`config.mk`:
```
export PLATFORM = sky130hd
export DESIGN_NAME = jstk_spi_responder
export DESIGN_NICKNAME = d
export VERILOG_FILES = /design/src/rtl/jstk_spi_responder.sv
export SDC_FILE = /design/constraint.sdc
export NUM_CORES = 1
export LEC_CHECK = 0
export ABC_AREA = 1
export ABC_CLOCK_PERIOD_IN_PS = 3500
export CAP_MARGIN = 20
export CORE_MARGIN = 2
export CORE_UTILIZATION = 25
export CTS_CLUSTER_DIAMETER = 80
export DETAILED_ROUTE_END_ITERATION = 10
export PLACE_DENSITY_LB_ADDON = 0.12
export SLEW_MARGIN = 10
export SYNTH_ARGS = -nofsm -noshare
export SYNTH_HDL_FRONTEND = slang
export SYNTH_SLANG_ARGS = --single-unit
export TNS_END_PERCENT = 1
```
`constraint.sdc`:
```
create_clock -name clk -period 3.5 [get_ports clk]
set_input_delay 0.525 -clock clk [delete_from_list [all_inputs] [get_ports clk]]
set_output_delay 0.525 -clock clk [all_outputs]
set_load 0.1 [all_outputs]
```
`src/rtl/jstk_spi_responder.sv`:
```
// SPI mode-0 slave emulating a PmodJSTK: answers each frame with a snapshot of
// X/Y/button values and decodes the master's first byte as an LED command.
//   state | meaning
//   IDLE  | wait for ss_n seen high before accepting a frame
//   ARMED | wait for ss_n fall, then snapshot tx word
//   SHIFT | exchange bits on sclk edges
//   DONE  | frame complete; ignore sclk until ss_n rises
module jstk_spi_responder #(
    parameter int SYNC_STAGES = 2,
    parameter int FRAME_BYTES = 5
) (
    input  logic       clk,
    input  logic       reset,
    input  logic       ss_n,
    input  logic       sclk,
    input  logic       mosi,
    output logic       miso,
    input  logic [9:0] x_pos,
    input  logic [9:0] y_pos,
    input  logic [2:0] buttons,
    output logic [1:0] led,
    output logic       cmd_valid,
    output logic       frame_done,
    output logic       busy
);

    localparam logic [5:0] LAST_BIT = 6'(FRAME_BYTES * 8 - 1);
    localparam logic [5:0] MAX_CNT  = 6'(FRAME_BYTES * 8);

    typedef enum logic [1:0] {IDLE, ARMED, SHIFT, DONE} state_t;

    state_t state, state_nxt;

    logic [SYNC_STAGES-1:0] ss_sync, sclk_sync, mosi_sync;
    logic        ss_d, sclk_d;
    logic        ss_s, sclk_s, mosi_s;
    logic        ss_fall, ss_rise, sclk_rise, sclk_fall;
    logic [39:0] tx_sr;
    logic [39:0] tx_word;
    logic [7:0]  rx_byte, rx_next;
    logic [5:0]  bit_cnt;
    logic        miso_r;
    logic        load, sample, shift, cmd_hit, done_pulse;

    assign ss_s   = ss_sync[SYNC_STAGES-1];
    assign sclk_s = sclk_sync[SYNC_STAGES-1];
    assign mosi_s = mosi_sync[SYNC_STAGES-1];

    assign ss_fall   = ss_d & ~ss_s;
    assign ss_rise   = ~ss_d & ss_s;
    assign sclk_rise = ~sclk_d & sclk_s;
    assign sclk_fall = sclk_d & ~sclk_s;

    assign rx_next = {rx_byte[6:0], mosi_s};
    assign tx_word = {x_pos[7:0], 6'b0, x_pos[9:8], y_pos[7:0], 6'b0, y_pos[9:8], 5'b0, buttons};

    always_ff @(posedge clk) begin
        if (reset) begin
            ss_sync   <= '0;
            sclk_sync <= '0;
            mosi_sync <= '0;
            ss_d      <= 1'b0;
            sclk_d    <= 1'b0;
        end else begin
            ss_sync   <= {ss_sync[SYNC_STAGES-2:0], ss_n};
            sclk_sync <= {sclk_sync[SYNC_STAGES-2:0], sclk};
            mosi_sync <= {mosi_sync[SYNC_STAGES-2:0], mosi};
            ss_d      <= ss_s;
            sclk_d    <= sclk_s;
        end
    end

    always_ff @(posedge clk) begin
        if (reset) state <= IDLE;
        else       state <= state_nxt;
    end

    always_comb begin
        state_nxt  = state;
        load       = 1'b0;
        sample     = 1'b0;
        shift      = 1'b0;
        cmd_hit    = 1'b0;
        done_pulse = 1'b0;
        case (state)
            IDLE: if (ss_s) state_nxt = ARMED;
            ARMED: begin
                if (ss_fall) begin
                    load      = 1'b1;
                    state_nxt = SHIFT;
                end
            end
            SHIFT: begin
                // ss_n rising mid-frame aborts without frame_done
                if (ss_rise) begin
                    state_nxt = ARMED;
                end else if (sclk_rise) begin
                    sample = 1'b1;
                    if (bit_cnt == 6'd7 && rx_next[7:2] == 6'b100000) cmd_hit = 1'b1;
                    if (bit_cnt == LAST_BIT) state_nxt = DONE;
                end else if (sclk_fall) begin
                    shift = 1'b1;
                end
            end
            DONE: begin
                if (ss_rise) begin
                    done_pulse = 1'b1;
                    state_nxt  = ARMED;
                end
            end
            default: state_nxt = IDLE;
        endcase
    end

    always_ff @(posedge clk) begin
        if (reset) begin
            tx_sr      <= '0;
            rx_byte    <= '0;
            bit_cnt    <= '0;
            miso_r     <= 1'b0;
            led        <= 2'b00;
            cmd_valid  <= 1'b0;
            frame_done <= 1'b0;
        end else begin
            cmd_valid  <= cmd_hit;
            frame_done <= done_pulse;
            if (load) begin
                tx_sr   <= tx_word;
                miso_r  <= tx_word[39];
                bit_cnt <= '0;
                rx_byte <= '0;
            end
            if (sample) begin
                rx_byte <= rx_next;
                if (bit_cnt != MAX_CNT) bit_cnt <= bit_cnt + 6'd1;
            end
            if (shift) begin
                tx_sr  <= {tx_sr[38:0], 1'b0};
                miso_r <= tx_sr[38];
            end
            if (cmd_hit) led <= rx_next[1:0];
            if (state_nxt != SHIFT) miso_r <= 1'b0;
        end
    end

    assign miso = miso_r & ~ss_s;
    assign busy = (state == SHIFT) || (state == DONE);

endmodule
```
* Word-level counts from Yosys, hierarchy flattened
Index checks and enable logic that the tools add are counted.
** Word-level totals
- Bits in registers :: 67
- Input bits :: 28
- Output and inout port bits :: 6
- Word-level logic and storage cells :: 71
** Operators by class
- $add $sub $neg :: 1
- Eq/ne operators :: 8
- Muxes and demuxes :: 30
- Bitwise operators :: 10
- Reductions and logical operators :: 8
** Operators with widths (number)
- two-way mux 39 bit :: 2
- two-way mux 6 bit :: 3
- two-way mux 1 bit :: 16
- two-way mux 7 bit :: 2
- equality test 6 bit (second input constant) :: 2
- two-way mux 2 bit :: 6
- case mux 2 bit (4 select lines) :: 1
- adder 6 x 1 -> 6 bit (second input constant) :: 1
- equality test 6 x 3 -> 1 bit (second input constant) :: 1
- inequality test 6 bit (second input constant) :: 1
- OR reduction 2 bit :: 3
- AND 1 bit :: 5
- inverter 1 bit :: 5
- equality test 2 bit (second input constant) :: 2
- nonzero test 2 bit :: 2
- equality test 2 x 1 -> 1 bit (second input constant) :: 1
- logical NOT 2 bit :: 1
- inequality test 2 bit (second input constant) :: 1
- logical AND 1 bit :: 1
- logical OR 1 bit :: 1

* Logic depth before layout (Yosys ltp)
- Depth in word-level cells :: 7
- Mapped depth :: 9

* Worst setup path after synthesis
No wires, ideal clock.
- Path kind :: reg2out
- Start :: register ss_sync[1]
- End :: output port miso
- Arrival :: 1591 ps
- Data required time :: 2975 ps
- Slack :: 1384 ps
- Cell stages (with the launch flop) :: 2
- Path buffers :: 0
- Path through :: dfxtp_1 nor2_1
** On the way
- Word-level cells in the longest chain between the ends :: 2
** Ends and longest elaborated chain
- start, declared :: RTL line 34 : logic [SYNC_STAGES-1:0] ss_sync, sclk_sync, mosi_sync;
- start signal, assigned :: RTL line 65 : ss_sync <= {ss_sync[SYNC_STAGES-2:0], ss_n};
- inverter 1 bit :: RTL line 146 : assign miso = miso_r & ~ss_s;
- AND 1 bit :: RTL line 146
- end, declared :: RTL line 17 : output logic miso,
Every way passes these cells.

* Final worst setup path
Ends and elaborated chain as after synthesis.

==> run summary <==
outcome - complete, but fails checks
failing checks - design-rule violations
clock tree from TritonCTS - yes
most common cell in the netlist - inv_1
# diodes - 0
Final period util - 0.7027
FF+latch area - 1341 µm²
Worst Setup SP - ss_sync[1]
WP data required - 2.97 ns
num ports - 34
Synth Register Bits - 67
first-pass GRT wire length - 11500 µm
critical path's slowest cell - clkdlybuf4s50_1
overall power - 1.733 mW
hold path depth - 2
Hold Startpoint - sclk_sync[0]
Final min period - 2.459 ns
Post-Layout Cell Count - 576
Pre-Repair DR Iteration Count - 7
Critical Path Fanout Max - 4
dpl ws - 1.404 ns
WS Path Type - register to output pin
post-synth cell types - 32
Max stage delay on crit path - 1.14 ns
Starting Density - 0.2574
input/output buffers - 33
register area share after synthesis - 0.4525
WL per Instance - 11.78 µm
setup slack, reg-to-reg - 1.55 ns
number of flops mapped to enable cells by yosys - 0
worst min-delay path class - register to register
setup bufs post-CTS - 0
Vias - 2470
DR top layer - met4
max cap viols - 0
share of post-route cells with drive strength above 1 - 0.1062
Chip Height - 112.9 µm
final setup TNS - 0 ns
Max Clk Rate - 406.6 MHz
final setup margin - 1.041 ns
Worst Setup End Kind - output pin
Design Area, Final - 3655 µm²
vias per inst - 4.288
area of the multi-input gates - 1221 µm²
WHS - 0.3994 ns
# DRC - 2
GRT Total Usage - 0.1154
critical-path cell list - nor2_1 > clkdlybuf4s50_1
CTS root buffer - clkbuf_16
routed wl met3 - 204 µm
Pwr Density - 474.2 nW/µm²
YS warnings - 0
Avg Synthesized Cell Area - 7.355 µm²
largest cells by area after synthesis - dfxtp_1 (45%), inv_1 (8.9%), a21oi_1 (7.3%), nor2_1 (7.1%), nand2_1 (6.3%)
unrepaired setup endpoints after global routing - no
CTS H-tree lvls - 3
fill count - 1244
chip width - 112.9 µm
Post-synth ARST share - 0
Leakage Power - 1.351 nW
antenna-violating nets left - 0
Primary FF master, synth - dfxtp_1
CORE AREA - 11520 µm²
FF-to-FF path depth - 7
Final Hold Fails - 0
placed instance area - 3359 µm²
largest net degree at the start of global routing - 63
synth cell count leaders - inv_1 (70), dfxtp_1 (67), nor2_1 (56), nand2_1 (50), a21oi_1 (43)
post-DP HPWL - 4213 µm
Rel. slew slack - 0.3505
DRT iter0 DRCs - 121
clock sink total - 67
VDD IR-drop max - 0.0001924 V
GPL Wtd Cong - 0.7986
# hold bufs at CTS - 0
Synth Instances - 403
Critical Path Start Type - register
Final Core Density - 0.3174
FF-to-FF Start - state[1]
Arr. time, crit path - 1.93 ns
Setup violations, final - 0
Met2 Wirelength - 2817 µm
Syn Nets - 433
Slew Limit Fails - 0
top-area cell type share of the netlist area - 0.4525
antenna violations before repair - 0
nets - 458
Setup Skew - 0.006950 ns
cell area after synthesis - 2964 µm²
area growth from synthesis to layout - 23.30%
post-CTS sizing - 0
number of global-route vias before repair - 2322
die area - 12740 µm²
cts bufs inserted - 9
Worst Tran Pin Value - 0.9712 ns
CTS max path bufs - 2
Clk Latency, worst-skew pair - 0.34 ns
final WL - 6785 µm
DRT met1 WL - 3594 µm
Reg clk slew, reported paths - 0.06 ns
site row count - 39
Yosys top cell by area - dfxtp_1
GRT overflow - 0
Placed Instances - 560
[routing by layer]
layer	GRT usage	vias to the layer above
met5	0	-
met4	0.06504	0
met3	0.02785	9
met2	0.1651	31
met1	0.1589	1105
li1	-	1325
[kinds of logic after synthesis]
logic type               after synthesis  synth area share
XOR/XNOR                               1          0.002955
adder cells (fa/ha/maj)                2          0.008441
AND/OR/NAND/NOR                      148            0.2267
buffers and inverters                 95            0.1355
AO/OA/AOI/OAI                         90            0.1739
flip-flops                            67            0.4525
[flip-flops by register name, summed over array words and instances, names as in the netlist, 2 cells and up]
register   cells
led            2
tx_sr         39
bit_cnt        6
ss_sync        2
sclk_sync      2
rx_byte        7
mosi_sync      2
state          2
[worst max-delay path: cells and delay by family (launching register included)]
| kind | cells | cell delay [ns] |
|---|---|---|
| buffers and inverters | 1 | 1.14 |
| flip-flops | 1 | 0.34 |
| AND/OR/NAND/NOR | 1 | 0.12 |
[report_power, final]
part / internal, mW / leakage, nW / switching [mW]
logic: 0.0347 / 0.664 / 0.0327
clock network: 0.552 / 0.146 / 0.342
registers: 0.769 / 0.541 / 0.00297
total: 1.36 / 1.35 / 0.377
[layout make-up]
cell class | instances | share of cell area
Tap cell | 143 | 0.04896
Timing Repair Buffer | 34 | 0.09106
Clock inverter | 6 | 0.01814
Multi-Input combinational cell | 241 | 0.3341
Sequential cell | 67 | 0.3670
Clock buffer | 10 | 0.06265
Inverter | 75 | 0.07806
[final timing paths]
| kind | endpoint |
|---|---|
| max | miso |
| min | sclk_sync[1] |
| max reg2reg | tx_sr[27] |
| min reg2reg | sclk_sync[1] |
[cell usage in the layout, fill, tap and decap left out, types with 4 or more instances in the layout]
cell	instances
inv_1	70
nand3_1	18
a21oi_1	43
clkbuf_16	9
o21ai_0	9
dfxtp_1	67
nor2_1	56
a21oi_2	5
o21ai_1	10
o22ai_1	17
nand2_1	50
o21ai_2	4
clkdlybuf4s50_1	32
nand2_2	8
(Power assumes the default switching activity.)
